## src/rtl/ring_monitor_if.sv

```systemverilog
// rtl/ring_monitor_if.sv - handshake bundle between a ring counter and its monitor
// Purpose: groups the ring sample, advance/clear controls and all monitor status outputs.
// Signals:
//   adv, ring_q, clr_err                          driven by the ring side (master)
//   phase, phase_valid, lap_pulse, lap_cnt,
//   err, err_cnt, state                           driven by the monitor (slave)
interface ring_monitor_if #(
  parameter int N     = 3,
  parameter int PW    = 2,
  parameter int LAP_W = 8,
  parameter int ERR_W = 4
);
  logic             adv;
  logic [N-1:0]     ring_q;
  logic             clr_err;
  logic [PW-1:0]    phase;
  logic             phase_valid;
  logic             lap_pulse;
  logic [LAP_W-1:0] lap_cnt;
  logic             err;
  logic [ERR_W-1:0] err_cnt;
  logic [1:0]       state;

  modport master (
    output adv, ring_q, clr_err,
    input  phase, phase_valid, lap_pulse, lap_cnt, err, err_cnt, state
  );

  modport slave (
    input  adv, ring_q, clr_err,
    output phase, phase_valid, lap_pulse, lap_cnt, err, err_cnt, state
  );
endinterface

```

## src/rtl/ring_monitor.sv

```systemverilog
// rtl/ring_monitor.sv - one-hot ring counter monitor with lock/fault tracking
// Purpose: encodes the hot bit of a one-hot ring to a phase index, counts laps,
// checks every sample for a legal one-hot value and a legal rotation step, and
// reports SYNC/LOCK/FAULT status. All outputs are registered (latency 1).
// Optional macro RING_MON_RESYNC_EN: FAULT exits on any legal one-hot sample
// instead of only on the ring reset pattern (bit 0 hot).
// Ports:
//   clk  rising-edge clock shared with the ring counter
//   rst  synchronous active-low reset
//   bus  ring_monitor_if.slave: adv, ring_q, clr_err in; phase, phase_valid,
//        lap_pulse, lap_cnt, err, err_cnt, state out
module ring_monitor #(
  parameter int N     = 3,
  parameter int PW    = 2,
  parameter int LAP_W = 8,
  parameter int ERR_W = 4
) (
  input logic            clk,
  input logic            rst,
  ring_monitor_if.slave  bus
);

  typedef enum logic [1:0] {
    SYNC  = 2'd0,
    LOCK  = 2'd1,
    FAULT = 2'd2
  } state_t;

  localparam logic [N-1:0]     RING_ONE = {{(N-1){1'b0}}, 1'b1};
  localparam logic [ERR_W-1:0] ERR_ONE  = {{(ERR_W-1){1'b0}}, 1'b1};
  localparam logic [LAP_W-1:0] LAP_ONE  = {{(LAP_W-1){1'b0}}, 1'b1};

  state_t           state_q, state_d;
  logic [N-1:0]     prev_q, prev_d;
  logic [PW-1:0]    phase_q, phase_d;
  logic             valid_q, valid_d;
  logic             lap_pulse_q, lap_pulse_d;
  logic [LAP_W-1:0] lap_cnt_q, lap_cnt_d;
  logic             err_q, err_d;
  logic [ERR_W-1:0] err_cnt_q, err_cnt_d;

  logic [PW-1:0]    hot_idx;
  logic             hot_legal;
  logic [N-1:0]     ring_next;
  logic [N-1:0]     ring_expect;
  logic             fault_exit;

  always_comb begin
    hot_idx = '0;
    for (int i = 0; i < N; i++) begin
      if (bus.ring_q[i]) hot_idx = i[PW-1:0];
    end
  end

  assign hot_legal   = ($countones(bus.ring_q) == 1);
  assign ring_next   = {prev_q[N-2:0], prev_q[N-1]};
  // While held, the ring must not move; while advancing, it must rotate by one.
  assign ring_expect = bus.adv ? ring_next : prev_q;

`ifdef RING_MON_RESYNC_EN
  assign fault_exit = hot_legal;
`else
  assign fault_exit = (bus.ring_q == RING_ONE);
`endif

  always_comb begin
    state_d     = state_q;
    prev_d      = prev_q;
    phase_d     = phase_q;
    valid_d     = valid_q;
    lap_pulse_d = 1'b0;
    lap_cnt_d   = lap_cnt_q;
    err_d       = err_q;
    err_cnt_d   = err_cnt_q;

    // Clear first so an error detected on the same edge lands on a zeroed count.
    if (bus.clr_err) begin
      err_d     = 1'b0;
      err_cnt_d = '0;
    end

    case (state_q)
      SYNC: begin
        if (hot_legal) begin
          prev_d  = bus.ring_q;
          phase_d = hot_idx;
          valid_d = 1'b1;
          state_d = LOCK;
        end
      end
      LOCK: begin
        // prev_q is always one-hot here, so equality also implies legality.
        if (bus.ring_q == ring_expect) begin
          if (bus.adv) begin
            prev_d  = bus.ring_q;
            phase_d = hot_idx;
            if (prev_q[N-1] && bus.ring_q[0]) begin
              lap_cnt_d   = lap_cnt_q + LAP_ONE;
              lap_pulse_d = 1'b1;
            end
          end
        end else begin
          err_d     = 1'b1;
          if (bus.clr_err)          err_cnt_d = ERR_ONE;
          else if (err_cnt_q != '1) err_cnt_d = err_cnt_q + ERR_ONE;
          valid_d   = 1'b0;
          state_d   = FAULT;
        end
      end
      FAULT: begin
        if (fault_exit) state_d = SYNC;
      end
      default: begin
        state_d = SYNC;
        valid_d = 1'b0;
      end
    endcase
  end

  always_ff @(posedge clk) begin
    if (!rst) begin
      state_q     <= SYNC;
      prev_q      <= '0;
      phase_q     <= '0;
      valid_q     <= 1'b0;
      lap_pulse_q <= 1'b0;
      lap_cnt_q   <= '0;
      err_q       <= 1'b0;
      err_cnt_q   <= '0;
    end else begin
      state_q     <= state_d;
      prev_q      <= prev_d;
      phase_q     <= phase_d;
      valid_q     <= valid_d;
      lap_pulse_q <= lap_pulse_d;
      lap_cnt_q   <= lap_cnt_d;
      err_q       <= err_d;
      err_cnt_q   <= err_cnt_d;
    end
  end

  assign bus.phase       = phase_q;
  assign bus.phase_valid = valid_q;
  assign bus.lap_pulse   = lap_pulse_q;
  assign bus.lap_cnt     = lap_cnt_q;
  assign bus.err         = err_q;
  assign bus.err_cnt     = err_cnt_q;
  assign bus.state       = state_q;

endmodule

```

## src/flat_wrapper.sv

```systemverilog
// flat-port wrapper written by rule: the top's interface ports become plain ports
module ring_monitor_flat 
#(
  parameter int N     = 3,
  parameter int PW    = 2,
  parameter int LAP_W = 8,
  parameter int ERR_W = 4
)
  (clk, rst, bus_adv, bus_ring_q, bus_clr_err, bus_phase, bus_phase_valid, bus_lap_pulse, bus_lap_cnt, bus_err, bus_err_cnt, bus_state);
  ring_monitor_if #(.N(N), .PW(PW), .LAP_W(LAP_W), .ERR_W(ERR_W)) bus_i ();
  input logic clk;
  input logic rst;
  input wire logic [$bits(bus_i.adv)-1:0] bus_adv;
  input wire logic [$bits(bus_i.ring_q)-1:0] bus_ring_q;
  input wire logic [$bits(bus_i.clr_err)-1:0] bus_clr_err;
  output wire logic [$bits(bus_i.phase)-1:0] bus_phase;
  output wire logic [$bits(bus_i.phase_valid)-1:0] bus_phase_valid;
  output wire logic [$bits(bus_i.lap_pulse)-1:0] bus_lap_pulse;
  output wire logic [$bits(bus_i.lap_cnt)-1:0] bus_lap_cnt;
  output wire logic [$bits(bus_i.err)-1:0] bus_err;
  output wire logic [$bits(bus_i.err_cnt)-1:0] bus_err_cnt;
  output wire logic [$bits(bus_i.state)-1:0] bus_state;
  assign bus_i.adv = bus_adv;
  assign bus_i.ring_q = bus_ring_q;
  assign bus_i.clr_err = bus_clr_err;
  assign bus_phase = bus_i.phase;
  assign bus_phase_valid = bus_i.phase_valid;
  assign bus_lap_pulse = bus_i.lap_pulse;
  assign bus_lap_cnt = bus_i.lap_cnt;
  assign bus_err = bus_i.err;
  assign bus_err_cnt = bus_i.err_cnt;
  assign bus_state = bus_i.state;
  ring_monitor #(.N(N), .PW(PW), .LAP_W(LAP_W), .ERR_W(ERR_W)) u_core (.clk(clk), .rst(rst), .bus(bus_i));
endmodule
```

## config.mk

```make
export PLATFORM = sky130hd
export DESIGN_NAME = ring_monitor_flat
export DESIGN_NICKNAME = d
export VERILOG_FILES = /design/src/rtl/ring_monitor_if.sv /design/src/rtl/ring_monitor.sv /design/src/flat_wrapper.sv
export SDC_FILE = /design/constraint.sdc
export NUM_CORES = 1
export LEC_CHECK = 0
export ABC_AREA = 1
export ABC_CLOCK_PERIOD_IN_PS = 4420
export BUFFER_PORTS_ARGS = -buffer_cell sky130_fd_sc_hd__buf_2
export CAP_MARGIN = 40
export CORE_AREA = 2 2 52 54
export DETAILED_ROUTE_END_ITERATION = 10
export DIE_AREA = 0 0 54 56
export PLACE_DENSITY_LB_ADDON = 0.3
export SKIP_CTS_REPAIR_TIMING = 1
export SYNTH_ARGS = -nofsm -noshare
export SYNTH_HDL_FRONTEND = slang
export SYNTH_SLANG_ARGS = --single-unit
```

## constraint.sdc

```tcl
create_clock -name clk -period 4.42 [get_ports clk]
set_clock_uncertainty 0.15 [all_clocks]
set_input_delay 0.221 -clock clk [delete_from_list [all_inputs] [get_ports clk]]
set_output_delay 0.221 -clock clk [all_outputs]
set_load 0.05 [all_outputs]
```

-- Yosys cells after proc, flatten, opt, wreduce, memory -nomap -nowiden
Index checks and enable logic that the tools add are counted.
- output and inout bits: 19
- flip-flop bits (word level): 22
- word-level logic and storage cells: 59
- reduce and logical (&&, ||, !) cells: 8
- mux-type cells: 27
- equality and inequality tests: 11
- bitwise operators: 1
- add/sub/neg operators: 4
- operator list (cell ; number):
    32-bit by 1-bit adder with 32-bit output ; 1
    32-bit by 2-bit equality test with 1-bit output (second input constant) ; 1
    4-bit two-way mux ; 5
    2-bit two-way mux ; 7
    3-bit two-way mux ; 4
    4-bit AND reduction ; 3
    8-bit by 1-bit adder with 8-bit output (second input constant) ; 1
    1-bit two-way mux ; 7
    2-bit by 1-bit != test with 1-bit output (second input constant) ; 3
    2-bit one-hot mux with 3 select lines ; 1
    3-bit one-hot mux with 2 select lines ; 1
    3-bit AND reduction ; 2
    4-bit by 1-bit adder with 4-bit output (second input constant) ; 1
    2-bit != test (second input constant) ; 2
    4-bit != test (second input constant) ; 1
    2-bit one-hot mux with 2 select lines ; 1
    3-bit by 1-bit equality test with 1-bit output (second input constant) ; 1
    3-bit equality test ; 1
    1-bit one-hot mux with 3 select lines ; 1
    1-bit by 1-bit adder with 2-bit output ; 1
    2-bit by 1-bit equality test with 1-bit output (second input constant) ; 1
    2-bit equality test (second input constant) ; 1
    2-bit logical NOT ; 1
    2-bit nonzero test ; 1
    other kinds (2) ; 2

-- Depth between registers and ports, before layout
Gate-level depths: netlist of run 1.
- word-level depth: 5
- depth in mapped cells: 12

-- Least setup slack after synthesis of run 1
No wires, ideal clock.
- kind: reg-to-reg
- start point: reg u_core.state_q[0] (netlist: u_core.bus.state[0])
- end point: reg u_core.lap_cnt_q[5] (netlist: u_core.bus.lap_cnt[5])
- library setup time: 0.132 ns
- stages on the path, launching flop included: 8
- path buffers: 0
- slack: 2.636 ns
- arrival: 1.502 ns
- path through: dfxtp_1 > inv_2 > nor2_8 > inv_2 > nor2_4 > nand3_4 > nand2_1 > a21oi_1
- longest elaborated chain between the ends: 2
- RTL lines (what ; line ; source):
    start: declaration ; ring_monitor.sv:33 ; state_t state_q, state_d;
    start signal: assignment ; ring_monitor.sv:131 ; state_q <= state_d;
    2-bit by 1-bit equality test with 1-bit output ; ring_monitor.sv:82 ; case (state_q)
    4-bit AND reduction (no line) ; -- ;
    end signal: assignment ; ring_monitor.sv:136 ; lap_cnt_q <= lap_cnt_d;
    end: declaration ; ring_monitor.sv:38 ; logic [LAP_W-1:0] lap_cnt_q, lap_cnt_d;
Every way passes these cells.
A chain may end at the register's enable or synchronous reset.

-- Final worst setup path of run 1
- start point: in bus_ring_q[1]
- end point: reg u_core.prev_q[0]
- longest elaborated chain between the ends: 5
- RTL lines (what ; line ; source):
    start: declaration ; flat_wrapper.sv:14 ; input wire logic [$bits(bus_i.ring_q)-1:0] bus_ring_q;
    1-bit by 1-bit adder with 2-bit output (implied by the code) ; ring_monitor.sv:55 ; assign hot_legal = ($countones(bus.ring_q) == 1);
    32-bit by 1-bit adder with 32-bit output (implied by the code) ; ring_monitor.sv:55 ;
    32-bit by 2-bit equality test with 1-bit output ; ring_monitor.sv:55 ;
    2-bit by 1-bit != test with 1-bit output (no line) ; -- ;
    4-bit AND reduction (no line) (*) ; -- ;
    end signal: assignment ; ring_monitor.sv:132 ; prev_q <= prev_d;
    end: declaration ; ring_monitor.sv:34 ; logic [N-1:0] prev_q, prev_d;
Mark *: on every way between the ends. The rest lies on a longest branch, timed or not.

==> results of run 1 <==
==> layout make-up <==
cell class              count  share of cell area (%)
clock inverters             1                   0.322
repair buffers             25                    8.05
inverters                  25                    6.04
flip-flops and latches     21                    27.1
well taps                  30                    2.42
clock buffers               3                    1.45
multi-input cells         140                    54.7
==> power by group through the flow <==
stage	logic, mW	clock network, mW	registers, mW
CTS	0.116	0.0947	0.206
detailed placement	0.115	0	0.211
floorplan	0.0727	0	0.229
global placement	0.112	0	0.210
global route	0.127	0.101	0.208
finish	0.116	0.0925	0.206
==> sequential cells by signal, indices dropped and copies added, names as in the netlist <==
register	flops
u_core.bus.err	1
u_core.bus.err_cnt	4
u_core.prev_q	2
u_core.bus.state	2
u_core.bus.phase	2
u_core.bus.phase_valid	1
u_core.bus.lap_cnt	8
u_core.bus.lap_pulse	1
==> routing by layer <==
metal  share of wire (%)  up-vias
li1                    -      666
met1                  44      588
met2                  51       35
met3                 5.0        2
met4                0.55        0
met5                   0        -
==> synthesized netlist by cell type, drive strengths merged <==
library cell	instances	area [µm²]
nand4	11	68.8
fa	1	20.0
o21ai	6	33.8
a211oi	1	7.51
nor3	1	5.00
nand3	17	130
ha	6	75.1
inv	23	86.3
clkbuf	1	3.75
xor2	2	17.5
xnor2	1	8.76
clkinv	2	7.51
nand3b	2	15.0
buf	1	7.51
nor2	14	92.6
nand2	62	295
dfxtp	21	420
a21oi	16	80.1
==> through the flow <==
step / utilization [%] / area (µm²) / hold WS, ns / setup slack (ns)
floorplan: - / 1380 / 0.191 / 2.64
global placement: 62.8 / 1530 / 0.292 / 2.43
detailed placement: 62.8 / 1530 / 0.310 / 2.34
CTS: 63.9 / 1550 / -0.0127 / 2.67
global route: 63.9 / 1550 / 0.00631 / 2.55
finish: 63.9 / 1550 / -0.00414 / 2.67
==> final timing paths <==
check / startpoint / end / cells after the start / slack (ns)
max: bus_ring_q[1] / u_core.prev_q[0] / 11 / 2.67
min: rst / u_core.bus.err_cnt[0] / 3 / -0.004
max reg2reg: u_core.bus.phase[1] / u_core.bus.lap_cnt[5] / 9 / 2.80
min reg2reg: u_core.bus.phase_valid / u_core.bus.phase_valid / 2 / 0.33
==> critical path, stage by stage <==
cell and delay [ns]:
sky130_fd_sc_hd__buf_2 0.14, sky130_fd_sc_hd__inv_1 0.11, sky130_fd_sc_hd__ha_1 0.28, sky130_fd_sc_hd__inv_1 0.04, sky130_fd_sc_hd__ha_1 0.17, sky130_fd_sc_hd__ha_1 0.17, sky130_fd_sc_hd__nor2_1 0.12, sky130_fd_sc_hd__nand3_1 0.14
sky130_fd_sc_hd__o21ai_2 0.16, sky130_fd_sc_hd__nand3_1 0.13, sky130_fd_sc_hd__a21oi_1 0.16
==> logic make-up (layout without fill, tap and decap cells) <==
family                   after synthesis  count (layout)
AO/OA/AOI/OAI                         23              23
buffers and inverters                 27              54
XOR/XNOR                               3               3
adder cells (fa/ha/maj)                7               7
flip-flops                            21              21
AND/OR/NAND/NOR                      107             107
==> impl_summary.log, run 1 <==
INFO  metric outcome = finished, violations left
INFO  metric violated_checks = negative hold slack
INFO  metric p_switching = 0.150 mW
INFO  metric hold_violations = 1
INFO  metric numClockSinks = 21
INFO  metric max_cap_viol_count = 0
INFO  metric synth.ff_latch_count = 21
INFO  metric start_kind = input port
INFO  metric clockPowerShare = 22.3%
INFO  metric synth-compound-area-share = 8.83%
INFO  metric number_of_cts_inserted_buffers = 3
INFO  metric grt_setup_unrepaired = no
INFO  metric synthMuxAreaShare = 0%
INFO  metric finalSetupViolCount = 0
INFO  metric postSynthCellCount = 188
INFO  metric htree_num_levels = 1
INFO  metric switching_portion_of_total_power = 36.2%
INFO  metric required = 4.50 ns
INFO  metric busiest_layer = met2
INFO  metric cts_root_buf = sky130_fd_sc_hd__clkbuf_4
INFO  metric post-route-period-util = 39.6%
INFO  metric layout_common_cells = sky130_fd_sc_hd__nand2_1 (51), sky130_fd_sc_hd__buf_2 (25), sky130_fd_sc_hd__dfxtp_1 (21)
INFO  metric detail-route-antenna-nets = 0
INFO  metric cellLeakagePower = 0.728 nW
INFO  metric cts_tree = yes
INFO  metric layout-drive-gt1-share = 25.6%
INFO  metric grt_start_max_net_pins = 20
INFO  metric power.total = 0.415 mW
INFO  metric timing.critical_path.arrival = 1.83 ns
INFO  metric dieHeight = 56 µm
INFO  metric row_count = 18
INFO  metric synth-simple-area-share = 44.1%
INFO  metric drc_violations_left = 0
INFO  metric fin_hold_ws = -0.00414 ns
INFO  metric dp.cells = 241
INFO  metric max_freq = 571 MHz
INFO  metric layout_commonest_cell = sky130_fd_sc_hd__nand2_1
INFO  metric n_fill_cell = 218
INFO  metric met2_track_usage_gr = 35.2%
INFO  metric fin_tns_setup = 0 ns
INFO  metric comb_power_share = 27.9%
INFO  metric syn-cell-area = 1380 µm²
INFO  metric detailed_route_via_count = 1291
INFO  metric p_int = 0.264 mW
INFO  metric grt_pass1_vias = 1157
INFO  metric placement.io_buffers = 25
INFO  metric synth_xor_area_share = 1.91%
INFO  metric final_net_count = 230
INFO  metric distinct_cells_synth = 26
INFO  metric multiInputGateArea = 850 µm²
INFO  metric antenna_cells = 0
INFO  metric synth_fp_nets = 202
INFO  metric critPathMaxFanout = 5
INFO  metric globalplace.congestion = 0.859
INFO  metric fp.dieW = 54 µm
INFO  metric layout-area-overhead-vs-synth = 13.0%
INFO  metric gr-usage-met3 = 5.38%
INFO  metric ys.warnings.count = 0
INFO  metric start_util = 56.5%
INFO  metric clk_latency = 0.30 ns
INFO  metric floorplan.io_pins = 26
INFO  metric grt_pass1_wl = 4.72 mm
INFO  metric drt_iter0_markers = 30
INFO  metric holdCritPathClass = in2reg
INFO  metric post_synth.cell_area_avg = 7.31 µm²
INFO  metric antenna_found_initial = 0
INFO  metric avgViaCountPerCell = 5.27
INFO  metric p_per_area = 267 nW/µm²
INFO  metric synth-adder-area-share = 6.92%
INFO  metric final-instance-count-excl-fill = 245
INFO  metric area.sequential = 420 µm²
INFO  metric worstSetupPathType = in2reg
INFO  metric fp.coreArea = 2430 µm²
INFO  metric grt.total_usage = 20.3%
INFO  metric synth.yosys.seq_area_share = 30.6%
INFO  metric relSlewSlack = 65.5%
INFO  metric worstMarginPinSlew = 0.514 ns
INFO  metric floorplan.die_area = 3020 µm²
INFO  metric post_drt_wl_per_cell = 11.9 µm
INFO  metric setup.worst_path.end_class = register
INFO  metric grt.overflow.total = 0
INFO  metric routed_wirelength = 2.92 mm
INFO  metric clk_pin_slew = 0.12 ns
INFO  metric timing.final.max_slew_violations = 0
INFO  metric largest_family_of_logic_cells_by_synthesized_area = simple AND/OR/NAND/NOR gates
INFO  metric ir_worst_vdd = 0.000203 V
INFO  metric drt_pre_antenna_iters = 4
INFO  metric post_detail_place_hpwl = 2.22 mm
INFO  metric clockBufferDepth = 2
INFO  metric met1_usage = 24.0%
INFO  metric seq_power_share = 49.8%
INFO  metric period_needed = 1.75 ns
Power figures use the tool's default switching activity.
==> inputs of run 2 (changes only) <==
--- a/config.mk
+++ b/config.mk
@@ -6,12 +6,12 @@
 export NUM_CORES = 1
 export LEC_CHECK = 0
 export ABC_AREA = 1
-export ABC_CLOCK_PERIOD_IN_PS = 4420
+export ABC_CLOCK_PERIOD_IN_PS = 1500
 export BUFFER_PORTS_ARGS = -buffer_cell sky130_fd_sc_hd__buf_2
 export CAP_MARGIN = 40
-export CORE_AREA = 2 2 52 54
+export CORE_AREA = 2 2 56 58
 export DETAILED_ROUTE_END_ITERATION = 10
-export DIE_AREA = 0 0 54 56
+export DIE_AREA = 0 0 58 60
 export PLACE_DENSITY_LB_ADDON = 0.3
 export SKIP_CTS_REPAIR_TIMING = 1
 export SYNTH_ARGS = -nofsm -noshare
==> constraint.sdc (replaced) <==
create_clock -name clk -period 1.5 [get_ports clk]
set_clock_uncertainty 0.15 [all_clocks]
set_input_delay 0.075 -clock clk [delete_from_list [all_inputs] [get_ports clk]]
set_output_delay 0.075 -clock clk [all_outputs]
set_load 0.05 [all_outputs]
==> run 2 against run 1 <==
The flow now finishes without violations. Final cell count grew 9.8%. Sequential share of layout area shrank 2.8 points. Die area grew 15%. Non-clock buffer count grew 21. Wire length grew 6.6%. Sequential power grew to 3.0 times the previous value.
==> impl_summary.log, run 2 (synthesis gave the netlist of run 1 again) <==
INFO  metric layout_commonest_cell = sky130_fd_sc_hd__nand2_1
INFO  metric grt.total_usage = 19.5% (-0.82 points)
INFO  metric routed_length_on_met2 = 1.49 mm (+0.34%)
INFO  metric hold_violations = 0 (-1)
INFO  metric globalplace.congestion = 0.833 (-3.0%)
INFO  metric cts_tree = yes
INFO  metric rr_endpoint = u_core.bus.lap_cnt[2]
INFO  metric layout_setup_ws = 0.0210 ns (-2.65 ns)
INFO  metric fp.coreArea = 2900 µm² (+19%)
INFO  metric p_per_area = 720 nW/µm² (+170%)
INFO  metric clockBufferDepth = 2 (unchanged)
INFO  metric placement.io_buffers = 25 (unchanged)
INFO  metric whs_path_depth = 4 (+1)
INFO  metric layout-drive-gt1-share = 40.3% (+15 points)
INFO  metric highest-signal-layer = met4
INFO  metric start_util = 47.4% (-9.2 points)
INFO  metric finalSetupViolCount = 0 (unchanged)
INFO  metric worstSetupPathType = in2reg
INFO  metric grt_pass1_wl = 5.24 mm (+11%)
INFO  metric routed_wirelength = 3.11 mm (+6.6%)
INFO  metric final_core_utilization = 62.8% (-1.0 points)
INFO  metric detailroute.wirelength.met3 = 101 µm (-30%)
INFO  metric grt.overflow.total = 0 (unchanged)
INFO  metric fp.dieW = 58 µm (+7.4%)
INFO  metric start_kind = input port
INFO  metric layout_common_cells = sky130_fd_sc_hd__nand2_1 (50), sky130_fd_sc_hd__buf_2 (25), sky130_fd_sc_hd__inv_1 (16), sky130_fd_sc_hd__buf_4 (16), sky130_fd_sc_hd__a21oi_1 (15)
INFO  metric hp-start = bus_ring_q[2]
INFO  metric min_to = u_core.bus.phase[1]
INFO  metric numClockSinks = 21 (unchanged)
INFO  metric largest_reg_flops = 8 (unchanged)
INFO  metric antenna_found_initial = 0 (unchanged)
INFO  metric clk_latency = 0.30 ns (about the same)
INFO  metric pre_cts_slack = -0.243 ns (-2.58 ns)
INFO  metric ir_worst_vdd = 0.000500 V (+150%)
INFO  metric r2r_setup_slack = 0.07 ns (-2.73 ns)
INFO  metric drc_violations_left = 0 (unchanged)
INFO  metric worstMarginPinSlew = 0.304 ns (-0.210 ns)
INFO  metric critPathMaxFanout = 5 (unchanged)
INFO  metric wirelength_met1 = 1.45 mm (+13%)
INFO  metric detail-route-antenna-nets = 0 (unchanged)
INFO  metric setup.worst_path.end_class = register
INFO  metric antenna_cells = 0 (unchanged)
INFO  metric clk_pin_slew = 0.12 ns (about the same)
INFO  metric post-route-period-util = 98.6%
INFO  metric post_drt_wl_per_cell = 11.6 µm (-2.9%)
INFO  metric avgViaCountPerCell = 5.04 (-4.4%)
INFO  metric detailed_route_via_count = 1355 (+5.0%)
INFO  metric fin_tns_setup = 0 ns (unchanged)
INFO  metric floorplan.die_area = 3480 µm² (+15%)
INFO  metric grt_pass1_vias = 1174 (+1.5%)
INFO  metric dieHeight = 60 µm (+7.1%)
INFO  metric period_needed = 1.48 ns
INFO  metric drt_pre_antenna_iters = 4 (unchanged)
INFO  metric timing.critical_path.arrival = 1.56 ns (-0.27 ns)
INFO  metric htree_num_levels = 1 (unchanged)
INFO  metric outcome = finished clean
INFO  metric layout-area-overhead-vs-synth = 32.7%
INFO  metric relSlewSlack = 79.7% (+14 points)
INFO  metric grt_start_max_net_pins = 18 (-10%)
INFO  metric max_freq = 676 MHz
INFO  metric timing.final.max_slew_violations = 0 (unchanged)
INFO  metric n_fill_cell = 255 (+17%)
INFO  metric r2r_start = u_core.prev_q[0]
INFO  metric final_net_count = 251 (+9.1%)
INFO  metric grt_setup_unrepaired = yes
INFO  metric cts_root_buf = sky130_fd_sc_hd__clkbuf_4
INFO  metric cellLeakagePower = 0.846 nW (+16%)
INFO  metric drt_iter0_markers = 46 (+53%)
INFO  metric post_detail_place_hpwl = 2.33 mm (+5.0%)
INFO  metric max_cap_viol_count = 0 (unchanged)
INFO  metric timing.reg2reg.worst_path_depth = 9 (unchanged)
INFO  metric required = 1.59 ns (-2.91 ns)
INFO  metric row_count = 20 (+2)
INFO  metric floorplan.io_pins = 26 (unchanged)
INFO  metric number_of_cts_inserted_buffers = 3 (unchanged)
INFO  metric holdCritPathClass = in2reg
## run 2: cell types whose count changed in the layout (fill, tap and decap cells not counted), sizes merged
cell | previous run | this run
buf | 25 | 44
dlygate4sd3 | 0 | 2
## run 2: area by class of cell
cell class	instances	area [µm²]	share of cell area, %
Clock buffer	3	22.5	1.23
Clock inverter	1	5.00	0.274
Inverter	25	98.8	5.42
Multi-Input combinational cell	140	888	48.7
Sequential cell	21	443	24.3
Tap cell	33	41.3	2.26
Timing Repair Buffer	46	325	17.8
## run 2: routing by layer
layer,track usage [%],vias to the layer above
met5,0,-
met4,7.64,0
met3,2.60,8
met2,31.0,26
met1,26.8,612
li1,-,709
## run 2: stage by stage
stage / total power [mW] / area [µm²] / cells / hold WS (ns)
floorplan: 0.904 / 1430 / 188 / 0.0380
global route: 1.38 / 1820 / 269 / 0.0366
detailed placement: 1.03 / 1730 / 261 / 0.178
finish: 1.31 / 1820 / 269 / 0.0334
CTS: 1.31 / 1760 / 265 / -0.158
global placement: 1.02 / 1730 / 261 / 0.172
## run 2: worst max-delay path by stage
stage                          start                    end
floorplan              bus_ring_q[1]    u_core.bus.phase[0]
global placement       bus_ring_q[1]    u_core.bus.phase[0]
detailed placement     bus_ring_q[1]    u_core.bus.phase[0]
CTS                 u_core.prev_q[0]  u_core.bus.lap_cnt[2]
global route        u_core.prev_q[0]  u_core.bus.lap_cnt[2]
finish                 bus_ring_q[1]       u_core.prev_q[1]
## run 2: worst max-delay path, stage by stage
cell                      delay (ns)
sky130_fd_sc_hd__buf_2          0.12
sky130_fd_sc_hd__inv_6          0.04
sky130_fd_sc_hd__ha_4           0.25
sky130_fd_sc_hd__inv_2          0.03
sky130_fd_sc_hd__ha_2           0.17
sky130_fd_sc_hd__ha_2           0.18
sky130_fd_sc_hd__nor2_2         0.14
sky130_fd_sc_hd__nand3_2        0.12
sky130_fd_sc_hd__o21ai_4        0.12
sky130_fd_sc_hd__nand3_1        0.14
sky130_fd_sc_hd__a21oi_1        0.17
## run 2: report_power, final
group / internal, mW / switching [mW]
sequential: 0.584 / 0.0257
clock: 0.0994 / 0.177
combinational: 0.160 / 0.268
==> inputs of run 3 (changes only) <==
--- a/config.mk
+++ b/config.mk
@@ -5,13 +5,14 @@
 export SDC_FILE = /design/constraint.sdc
 export NUM_CORES = 1
 export LEC_CHECK = 0
-export ABC_AREA = 1
+export ABC_AREA = 0
 export ABC_CLOCK_PERIOD_IN_PS = 1500
 export BUFFER_PORTS_ARGS = -buffer_cell sky130_fd_sc_hd__buf_2
 export CAP_MARGIN = 40
-export CORE_AREA = 2 2 56 58
+export CORE_AREA = 2 2 53 55
+export CTS_CLUSTER_SIZE = 25
 export DETAILED_ROUTE_END_ITERATION = 10
-export DIE_AREA = 0 0 58 60
+export DIE_AREA = 0 0 55 57
 export PLACE_DENSITY_LB_ADDON = 0.3
 export SKIP_CTS_REPAIR_TIMING = 1
 export SYNTH_ARGS = -nofsm -noshare
==> run 3 against run 2 <==
Highest routed layer unchanged. Non-clock buffer count decreased by 1. Setup slack got worse by 0.12 ns. Largest cell class unchanged. Clock-buffer cell count is the same. Via count decreased by 26%. The run now ends with negative setup slack left. Final cell count is 28% lower. Register-to-register slack got worse by 0.17 ns. Fmax down 7.4%. Global-route usage down 3.6 points. First-iteration DRC count fell by 67%. Area after synthesis fell by 17%. Wire length down 17%. Die area shrank 9.9%.
==> impl_summary.log, run 3 <==
INFO  metric crit_path_cell_trace = xor2_2, nor4_4, buf_6, nand4_1, xnor2_1, and2_1
INFO  metric p_int = 0.826 mW (-1.9%)
INFO  metric layout_common_cells = sky130_fd_sc_hd__buf_2 (23), sky130_fd_sc_hd__dfxtp_1 (12), sky130_fd_sc_hd__buf_4 (11)
INFO  metric comb_power_share = 28.3% (-4.2 points)
INFO  metric synthMuxAreaShare = 7.04% (+7.0 points)
INFO  metric max_cap_viol_count = 0 (unchanged)
INFO  metric final_net_count = 177 (-29%)
INFO  metric cts_tree = yes
INFO  metric floorplan.io_pins = 26 (unchanged)
INFO  metric synth_fp_nets = 130 (-36%)
INFO  metric final_core_utilization = 64.0% (+1.2 points)
INFO  metric timing.reg2reg.worst_path_depth = 6 (-3)
INFO  metric grt_start_max_net_pins = 21 (+3)
INFO  metric number_of_cts_inserted_buffers = 3 (unchanged)
INFO  metric grt.total_usage = 15.8% (-3.6 points)
INFO  metric path_delay_family = simple AND/OR/NAND/NOR gates
INFO  metric critPathMaxFanout = 8 (+3)
INFO  metric switching_portion_of_total_power = 32.6% (-3.2 points)
INFO  metric largest_reg_flops = 8 (unchanged)
INFO  metric hold_violations = 0 (unchanged)
INFO  metric synth_top_area_cell = sky130_fd_sc_hd__dfxtp_1
INFO  metric drt_pre_antenna_iters = 4 (unchanged)
INFO  metric ys.warnings.count = 0 (unchanged)
INFO  metric required = 1.57 ns (-0.02 ns)
INFO  metric clk_pin_slew = 0.12 ns (about the same)
INFO  metric violated_checks = negative setup slack
INFO  metric clockPowerShare = 23.1% (+2.0 points)
INFO  metric drc_violations_left = 0 (unchanged)
INFO  metric antenna_found_initial = 0 (unchanged)
INFO  metric p_per_area = 732 nW/µm² (+1.8%)
INFO  metric synth.area.top_cells = sky130_fd_sc_hd__dfxtp_1 (37%), sky130_fd_sc_hd__mux2i_1 (7.0%), sky130_fd_sc_hd__ha_1 (6.6%), sky130_fd_sc_hd__nor2b_1 (5.0%), sky130_fd_sc_hd__and2_1 (3.9%)
INFO  metric htree_num_levels = 1 (unchanged)
INFO  metric timing.final.max_slew_violations = 0 (unchanged)
INFO  metric distinct_cells_synth = 36 (+38%)
INFO  metric synth-edff-count = 0 (unchanged)
INFO  metric cpPeakStageDelay = 0.36 ns (+0.11 ns)
INFO  metric dieHeight = 57 µm (-5.0%)
INFO  metric seq_power_share = 48.6% (+2.2 points)
INFO  metric grt_pass1_wl = 3.72 mm (-29%)
INFO  metric numClockSinks = 21 (unchanged)
INFO  metric fin_hold_ws = 0.0314 ns (-0.00195 ns)
INFO  metric outcome = finished, violations left
INFO  metric critical_path.slowest_cell = sky130_fd_sc_hd__dfxtp_2
INFO  metric max_freq = 626 MHz (-7.4%)
INFO  metric antenna_cells = 0 (unchanged)
INFO  metric synth-simple-area-share = 23.4% (-21 points)
INFO  metric r2r_start = u_core.prev_q[0]
INFO  metric largest_family_of_logic_cells_by_synthesized_area = simple AND/OR/NAND/NOR gates
INFO  metric post-route-period-util = 107% (+7.9 points)
INFO  metric floorplan.die_area = 3140 µm² (-9.9%)
INFO  metric avgViaCountPerCell = 5.18 (+2.9%)
INFO  metric yosys.cell_count.top_type = sky130_fd_sc_hd__dfxtp_1
INFO  metric synth.yosys.seq_area_share = 37.0% (+6.4 points)
INFO  metric p_switching = 0.400 mW (-15%)
INFO  metric cellLeakagePower = 0.763 nW (-9.9%)
INFO  metric fp.dieW = 55 µm (-5.2%)
INFO  metric ir_worst_vdd = 0.000641 V (+28%)
INFO  metric grt.overflow.total = 0 (unchanged)
INFO  metric synth-async-reset-ratio = 0% (unchanged)
INFO  metric total_number_of_cells_along_the_worst_setup_path = 6 (-5)
INFO  metric postSynthCellCount = 116 (-38%)
INFO  metric layout_setup_ws = -0.0978 ns (-0.119 ns)
INFO  metric post_synth.cell_area_avg = 9.80 µm² (+34%)
INFO  metric timing.critical_path.arrival = 1.67 ns (+0.11 ns)
INFO  metric clockBufferDepth = 2 (unchanged)
INFO  metric relSlewSlack = 69.0% (-11 points)
INFO  metric r2r_setup_slack = -0.1 ns (-0.17 ns)
INFO  metric cts_root_buf = sky130_fd_sc_hd__clkbuf_4
INFO  metric start_kind = register
INFO  metric routed_wirelength = 2.57 mm (-17%)
INFO  metric layout_commonest_cell = sky130_fd_sc_hd__buf_2
INFO  metric netlist_top_cells_count = sky130_fd_sc_hd__dfxtp_1 (21), sky130_fd_sc_hd__nor2b_1 (9), sky130_fd_sc_hd__mux2i_1 (8)
INFO  metric drt_iter0_markers = 15 (-67%)
INFO  metric rr_endpoint = u_core.bus.lap_cnt[4]
INFO  metric synth_xor_area_share = 9.13% (+7.2 points)
INFO  metric worstMarginPinSlew = 0.451 ns (+0.148 ns)
INFO  metric setup.worst_path.end_class = register
INFO  metric post-synth-top-area-fraction = 37.0% (+6.4 points)
INFO  metric layout-drive-gt1-share = 49.4% (+9.1 points)
INFO  metric fp.coreArea = 2620 µm² (-9.9%)
INFO  metric start_util = 43.5% (-3.9 points)
INFO  metric synth.ff_latch_count = 21 (unchanged)
INFO  metric grt_setup_unrepaired = yes
INFO  metric clk_latency = 0.31 ns (about the same)
INFO  metric synth-adder-area-share = 8.36% (+1.4 points)
INFO  metric globalplace.congestion = 0.792 (-5.0%)
INFO  metric detailed_route_via_count = 1000 (-26%)
INFO  metric detail-route-antenna-nets = 0 (unchanged)
INFO  metric row_count = 19 (-5.0%)
INFO  metric placement.io_buffers = 25 (unchanged)
INFO  metric syn-cell-area = 1140 µm² (-17%)
INFO  metric cp.buffers_inverters = 1 (-2)
INFO  metric post_detail_place_hpwl = 1.73 mm (-26%)
INFO  metric ys.flop_type = sky130_fd_sc_hd__dfxtp_1
INFO  metric period_needed = 1.60 ns (+0.119 ns)
INFO  metric crit_start = u_core.prev_q[0]
INFO  metric post_drt_wl_per_cell = 13.3 µm (+15%)
INFO  metric synth-compound-area-share = 11.8% (+2.9 points)
INFO  metric crit_end = u_core.bus.lap_cnt[4]
INFO  metric grt_pass1_vias = 868 (-26%)
INFO  metric finalSetupViolCount = 16 (+16)
INFO  metric layout-area-overhead-vs-synth = 47.2%
INFO  metric worstSetupPathType = reg2reg
INFO  metric holdCritPathClass = in2reg
==> run 3: worst min-delay path, stage by stage <==
cell and delay [ns]:
sky130_fd_sc_hd__buf_6 0.08, sky130_fd_sc_hd__buf_4 0.14, sky130_fd_sc_hd__mux2i_1 0.08, sky130_fd_sc_hd__nor2b_1 0.09
==> run 3: power groups by stage <==
stage	sequential, mW	combinational, mW	clock (mW)
after floorplan	0.652	0.137	0
after global placement	0.604	0.271	0
after detailed placement	0.604	0.278	0
after CTS	0.592	0.278	0.288
after global routing	0.600	0.370	0.320
final	0.596	0.347	0.283
==> run 3: layout make-up <==
class                           count  area (µm²)
Tap cell                           31        38.8
Multi-Input combinational cell     86         820
Clock inverter                      1        5.00
Sequential cell                    21         444
Timing Repair Buffer               45         319
Clock buffer                        3        22.5
Inverter                            6        25.0
Fill cell                         205         941
==> run 3: metal layers <==
| metal | GRT usage [%] | vias up | part of all wire (%) |
|---|---|---|---|
| met4 | 6.27 | 0 | 3.0 |
| met5 | 0 | - | 0 |
| li1 | - | 495 | - |
| met3 | 3.14 | 7 | 3.3 |
| met2 | 25.2 | 24 | 52 |
| met1 | 20.8 | 474 | 42 |
==> run 3: logic make-up after synthesis <==
logic type               count (synthesis)
AND/OR/NAND/NOR                         43
flip-flops                              21
AO/OA/AOI/OAI                           17
XOR/XNOR                                11
buffers and inverters                    9
multiplexers                             8
adder cells (fa/ha/maj)                  7
==> run 3: worst min-delay path by stage <==
| stage | endpoint | start | cells after the start |
|---|---|---|---|
| floorplan | u_core.bus.err_cnt[0] | bus_clr_err | 2 |
| global placement | u_core.bus.err_cnt[0] | bus_clr_err | 3 |
| detailed placement | u_core.bus.err_cnt[0] | bus_clr_err | 3 |
| CTS | u_core.bus.err_cnt[0] | bus_clr_err | 3 |
| global route | u_core.prev_q[1] | bus_ring_q[1] | 4 |
| finish | u_core.prev_q[1] | bus_ring_q[1] | 4 |
==> run 3: metrics by stage <==
step / setup WS, ns / power [mW] / cells / area, µm² / setup TNS, ns
6_report: -0.0978 / 1.23 / 193 / 1670 / -0.814
3_3_place_gp: -0.505 / 0.875 / 185 / 1420 / -4.71
4_1_cts: -0.233 / 1.16 / 189 / 1450 / -2.25
3_5_place_dp: -0.563 / 0.882 / 185 / 1420 / -5.41
5_1_grt: -0.185 / 1.29 / 193 / 1670 / -1.96
2_1_floorplan: -0.317 / 0.789 / 116 / 1150 / -3.28
